<file path="config.mk">
export PLATFORM = sky130hd
export DESIGN_NAME = wb_regfile
export DESIGN_NICKNAME = d
export VERILOG_FILES = /design/src/rtl/wb_regfile.sv
export SDC_FILE = /design/constraint.sdc
export NUM_CORES = 2
export LEC_CHECK = 0
export CORE_ASPECT_RATIO = 1.4
export CORE_MARGIN = 2
export CORE_UTILIZATION = 30
export DETAILED_ROUTE_END_ITERATION = 6
export SYNTH_ARGS = -nofsm -noshare
export SYNTH_HDL_FRONTEND = slang
export SYNTH_SLANG_ARGS = --single-unit
export TNS_END_PERCENT = 5
</file>
<file path="constraint.sdc">
create_clock -name clk_i -period 2.9 [get_ports clk_i]
set_input_delay 0.435 -clock clk_i [delete_from_list [all_inputs] [get_ports clk_i]]
set_output_delay 0.435 -clock clk_i [all_outputs]
set_load 0.01 [all_outputs]
</file>
<file path="src/rtl/wb_regfile.sv">
// wb_regfile: write-back stage register file with load scoreboard.
//
// Selects the write-back value from the MEM/WB register (load data or ALU
// result), writes it into a 2**ADDR_W entry register file, and serves two
// combinational ID-stage read ports with optional same-cycle bypass. A
// per-register pending bit tracks loads in flight so that ID can stall on
// a read of a register whose load has not yet retired.
//
// Ports
//   clk_i, rst_n_i          clock, asynchronous active-low reset
//   RegWrite_i, MemToReg_i  write-back enable and data select
//   RDaddr_i                write-back destination
//   RDData_i, ALUResult_i   load data / ALU result candidates
//   RSaddr_i, RTaddr_i      read port addresses
//   RSdata_o, RTdata_o      read port data
//   PendSet_i, PendAddr_i   mark a load destination pending
//   RSpend_o, RTpend_o      read address is pending
//   Stall_o                 either read port is pending
module wb_regfile #(
   parameter int DATA_W = 32,
   parameter int ADDR_W = 5,
   parameter bit BYPASS = 1'b1
) (
   input  logic              clk_i,
   input  logic              rst_n_i,
   input  logic              RegWrite_i,
   input  logic              MemToReg_i,
   input  logic [ADDR_W-1:0] RDaddr_i,
   input  logic [DATA_W-1:0] RDData_i,
   input  logic [DATA_W-1:0] ALUResult_i,
   input  logic [ADDR_W-1:0] RSaddr_i,
   input  logic [ADDR_W-1:0] RTaddr_i,
   output logic [DATA_W-1:0] RSdata_o,
   output logic [DATA_W-1:0] RTdata_o,
   input  logic              PendSet_i,
   input  logic [ADDR_W-1:0] PendAddr_i,
   output logic              RSpend_o,
   output logic              RTpend_o,
   output logic              Stall_o
);

   localparam int DEPTH = 1 << ADDR_W;

   logic [DATA_W-1:0] regs [DEPTH];
   logic [DEPTH-1:0]  pend;
   logic [DEPTH-1:0]  pend_nxt;
   logic [DATA_W-1:0] wdata;
   logic              load_retire;
   logic              rs_hit;
   logic              rt_hit;

   assign wdata       = MemToReg_i ? RDData_i : ALUResult_i;
   assign load_retire = RegWrite_i & MemToReg_i;

   always_ff @(posedge clk_i or negedge rst_n_i) begin
      if (!rst_n_i) begin
         for (int i = 0; i < DEPTH; i++) begin
            regs[i] <= '0;
         end
      end else if (RegWrite_i && (RDaddr_i != '0)) begin
         regs[RDaddr_i] <= wdata;
      end
   end

   // Set is applied after clear so a new load to the same register
   // supersedes the one retiring this cycle. Bit 0 is forced low last,
   // which also discards a set aimed at register 0.
   always_comb begin
      pend_nxt = pend;
      if (load_retire) begin
         pend_nxt[RDaddr_i] = 1'b0;
      end
      if (PendSet_i) begin
         pend_nxt[PendAddr_i] = 1'b1;
      end
      pend_nxt[0] = 1'b0;
   end

   always_ff @(posedge clk_i or negedge rst_n_i) begin
      if (!rst_n_i) begin
         pend <= '0;
      end else begin
         pend <= pend_nxt;
      end
   end

   assign rs_hit = BYPASS && RegWrite_i && (RDaddr_i == RSaddr_i);
   assign rt_hit = BYPASS && RegWrite_i && (RDaddr_i == RTaddr_i);

   // Outputs are gated by reset so that a live bypass path cannot leak
   // write-back data while the block is held in reset.
   always_comb begin
      RSdata_o = '0;
      RTdata_o = '0;
      RSpend_o = 1'b0;
      RTpend_o = 1'b0;
      if (rst_n_i) begin
         if (RSaddr_i != '0) begin
            RSdata_o = rs_hit ? wdata : regs[RSaddr_i];
         end
         if (RTaddr_i != '0) begin
            RTdata_o = rt_hit ? wdata : regs[RTaddr_i];
         end
         // A retiring load is bypassed to the reader, so it does not stall.
         RSpend_o = pend[RSaddr_i] & ~(rs_hit & MemToReg_i);
         RTpend_o = pend[RTaddr_i] & ~(rt_hit & MemToReg_i);
      end
      Stall_o = RSpend_o | RTpend_o;
   end

endmodule
</file>
==> key figures <==
Status
  • Status: complete, but fails checks
  • Violated checks: hold timing, setup timing

Clock tree
  • Clock Path Buffers: 3
  • CTS H-Tree Depth: 3
  • Clock transition at path regs: 0.07 ns
  • Clock sink count: 1055
  • Root Driver: clkbuf_16
  • Worst skew pair latency: 0.71 ns
  • CTS tree: built
  • CTS buffer count: 115

Placed design
  • Port buffer count: 155
  • Post-Place Worst Slack: -1.082 ns
  • GP Congestion: 0.8903
  • Post-DP HPWL: 139300 µm
  • DP Area: 64500 µm²

STA
  • Rel. slew slack: 0.2557
  • Clk_skew: 0 ns
  • Fmax: 313.0 MHz
  • Fin crit share: 1.102
  • Setup TNS: -9.114 ns
  • RSZ-0062 raised after global routing: true
  • Endpoints failing setup: 62
  • Worst slew pin tran: 1.116 ns
  • Setup WS post-layout: -0.2945 ns
  • Period minus WS final: 3.195 ns
  • Final-report max-slew violation count: 0
  • Fin Hold WS: -0.004733 ns
  • Hold Fails Final Rpt: 4

Finish
  • Most frequent cells in the layout: dfrtp_1 (1055), a21oi_1 (797), nor2_1 (746)
  • Cell area after layout: 70340 µm²
  • Most common cell after layout, fill and taps aside: dfrtp_1
  • Final core utilization: 0.3800
  • Area delta synth->final: 26.21%
  • Share of layout cells above drive strength 1: 0.2959
  • Fin nets: 5591

Global routing
  • GR Util met2: 0.3426
  • GRT Util Overall: 0.2193
  • Vias in the first global route: 45840
  • Grt peak-use layer: met2
  • Initial antenna violation count: 1
  • Met1 usage: 0.2862
  • Grt total ovfl: 0
  • First-pass GRT wire length: 310600 µm
  • Largest net degree at the start of global routing: 172
  • GRT met3 Usage: 0.05900

Setup path
  • Reg2Reg Setup Slack: 2.01 ns
  • CP Max Fanout: 3
  • Buffers & Inverters on Critical Path: 1
  • Critical Path Start Type: flip-flop
  • Worst r2r src: regs[769]$_DFFE_PN0P_
  • Worst R2R Path Depth: 4
  • Reg2reg end: regs[769]$_DFFE_PN0P_
  • Most used cell along the critical path: mux4_2
  • Setup CP Type: flip-flop to output port
  • CP Data Arrival Time: 2.76 ns
  • Slowest-stage cell, CP: mux4_2
  • Slowest cell delay on critical path: 0.50 ns
  • Crit-path leading delay family: multiplexers
  • Worst EP required: 2.47 ns
  • Critical Path, Cell by Cell: mux4_2, mux4_2, nand2_1, nand4_1, and3_1, buf_2
  • Worst Setup End Kind: output port

Routing
  • TritonRoute pass-1 iters: 6
  • DR WL/cell: 26.14 µm
  • Via density: 5.644
  • Iter 0 DRT Violations: 4785
  • Post-Route WL: 210700 µm
  • Via count: 45500
  • # DRC: 0
  • Post-route ant nets: 0

Run
  • Max_cap viols: 0

Synth
  • Mean Syn Cell Area: 10.86 µm²
  • Synth Register Bits: 1055
  • Post-synth top flop: dfrtp_1
  • Seq/Total Area, Yosys: 0.4737
  • Synthesized cell area: 55730 µm²
  • Post-Synthesis Cells: 5133
  • Post-synth EDFFs: 0
  • Mapped Nets: 5222
  • Yosys warning count: 0
  • Synth cell types: 64
  • Asr flop ratio synth: 1.000

Power and ir drop
  • PwrDens: 690.4 nW/µm²
  • Leak pwr: 29.33 nW
  • Tot Pwr: 48.56 mW
  • Max rail drop VDD: 505.0 µV

Die
  • Core area: 185100 µm²
  • Die H: 514.0 µm
  • Starting Density: 0.3011
  • Ports: 156
  • Die Span X: 368.3 µm
  • Die area: 189300 µm²
  • FP Rows: 187

Worst hold path
  • Hold Crit Class: input port to asynchronous set/reset pin
## cell type report
type	count	area [µm²]
antenna	1	2.502
clock buffer	150	3201
clock inverter	68	887.1
fill	17680	114700
inverter	7	26.28
multi-input combinational	3519	28350
sequential	1055	26400
tap	2457	3074
timing repair buffer	804	8397
## what timing repair did
item | 4_1_cts | 5_1_grt
pin swaps | 98 | 40
hold buffers | 2 | 0
gates cloned | 5 | 0
hold endpoints to repair | 111 | 0
buffers inserted | 49 | 5
endpoints found under the setup margin | 67 | 67
resized for setup | 451 | 96
## cell families (layout without fill, tap and decap cells)
family | count (synthesis) | count (layout) | synth area share
XOR/XNOR | 10 | 10 | 0.001572
AND/OR/NAND/NOR | 1294 | 1294 | 0.09382
buffers and inverters | 559 | 1029 | 0.04953
other | 0 | 1 | 0
flip-flops | 1055 | 1055 | 0.4737
AO/OA/AOI/OAI | 1448 | 1448 | 0.1443
multiplexers | 767 | 767 | 0.2371
## sequential cells by signal, summed over array words and instances (netlist names)
signal,cells
regs,1024
pend,31
## where the power goes
part	total [mW]	internal, mW	switching, mW
clock network	15.9	9.48	6.47
registers	20.6	18.0	2.60
logic	12.0	6.22	5.77
total	48.6	33.7	14.8
## cell usage after synthesis, types with 3 or more instances
master | number | share of area
dfrtp_1 | 1055 | 0.47
a21oi_1 | 825 | 0.074
nor2_1 | 764 | 0.051
mux4_2 | 439 | 0.18
nand2_1 | 370 | 0.025
clkbuf_1 | 358 | 0.024
o21ai_0 | 342 | 0.031
mux2i_1 | 318 | 0.057
buf_2 | 113 | 0.010
a211oi_1 | 93 | 0.013
a221oi_1 | 60 | 0.0094
buf_4 | 34 | 0.0046
a22oi_1 | 29 | 0.0039
nand3_1 | 28 | 0.0025
nor3_1 | 28 | 0.0025
o21ai_1 | 28 | 0.0025
nor2b_1 | 25 | 0.0028
and3_1 | 23 | 0.0026
buf_6 | 20 | 0.0040
a31oi_1 | 14 | 0.0016
buf_12 | 14 | 0.0050
o211ai_1 | 14 | 0.0019
and2_1 | 11 | 0.0012
buf_1 | 11 | 0.00074
nand3b_1 | 10 | 0.0013
mux2_2 | 8 | 0.0016
xor2_1 | 8 | 0.0013
a221o_1 | 6 | 0.0011
a32oi_1 | 6 | 0.00094
nand2b_1 | 6 | 0.00067
nor2_2 | 6 | 0.00067
o31ai_1 | 6 | 0.00081
or3b_2 | 5 | 0.00079
a21o_1 | 4 | 0.00054
nor3b_1 | 4 | 0.00054
or3_1 | 4 | 0.00045
inv_2 | 3 | 0.00020
nand4_1 | 3 | 0.00034
## worst register-to-register path, stage by stage, from the launching register on
cell and delay [ns]:
dfrtp_1 0.39, buf_6 0.12, buf_4 0.12, nor2_1 0.09
a21oi_1 0.05
## metrics by stage
| stage | std cells | hold WS, ns |
|---|---|---|
| 6_report | 8061 | -0.004733 |
| 5_1_grt | 8061 | 0.05104 |
| 3_3_place_gp | 7789 | 0.2613 |
| 4_1_cts | 8059 | 0.007153 |
| 2_1_floorplan | 5133 | 0.1394 |
| 3_5_place_dp | 7789 | 0.2628 |
## how the worst max path moves through the flow
stage,start,endpoint,depth (start not counted)
floorplan,RSaddr_i[0],RSdata_o[8],8
global placement,RDaddr_i[2],RSdata_o[8],8
detailed placement,RDaddr_i[2],RTdata_o[29],10
CTS,regs[126]$_DFFE_PN0P_,RSdata_o[30],6
global route,regs[638]$_DFFE_PN0P_,RSdata_o[30],6
finish,regs[638]$_DFFE_PN0P_,RSdata_o[30],6
## per-layer routing
metal / wire length, µm / vias to the layer above / part of all wire
met3: 21870 / 510 / 0.10
li1: - / 19440 / -
met1: 82090 / 23190 / 0.39
met2: 97240 / 2357 / 0.46
met5: 0 / - / 0
met4: 9540 / 0 / 0.045
Power figures use the tool's default switching activity.
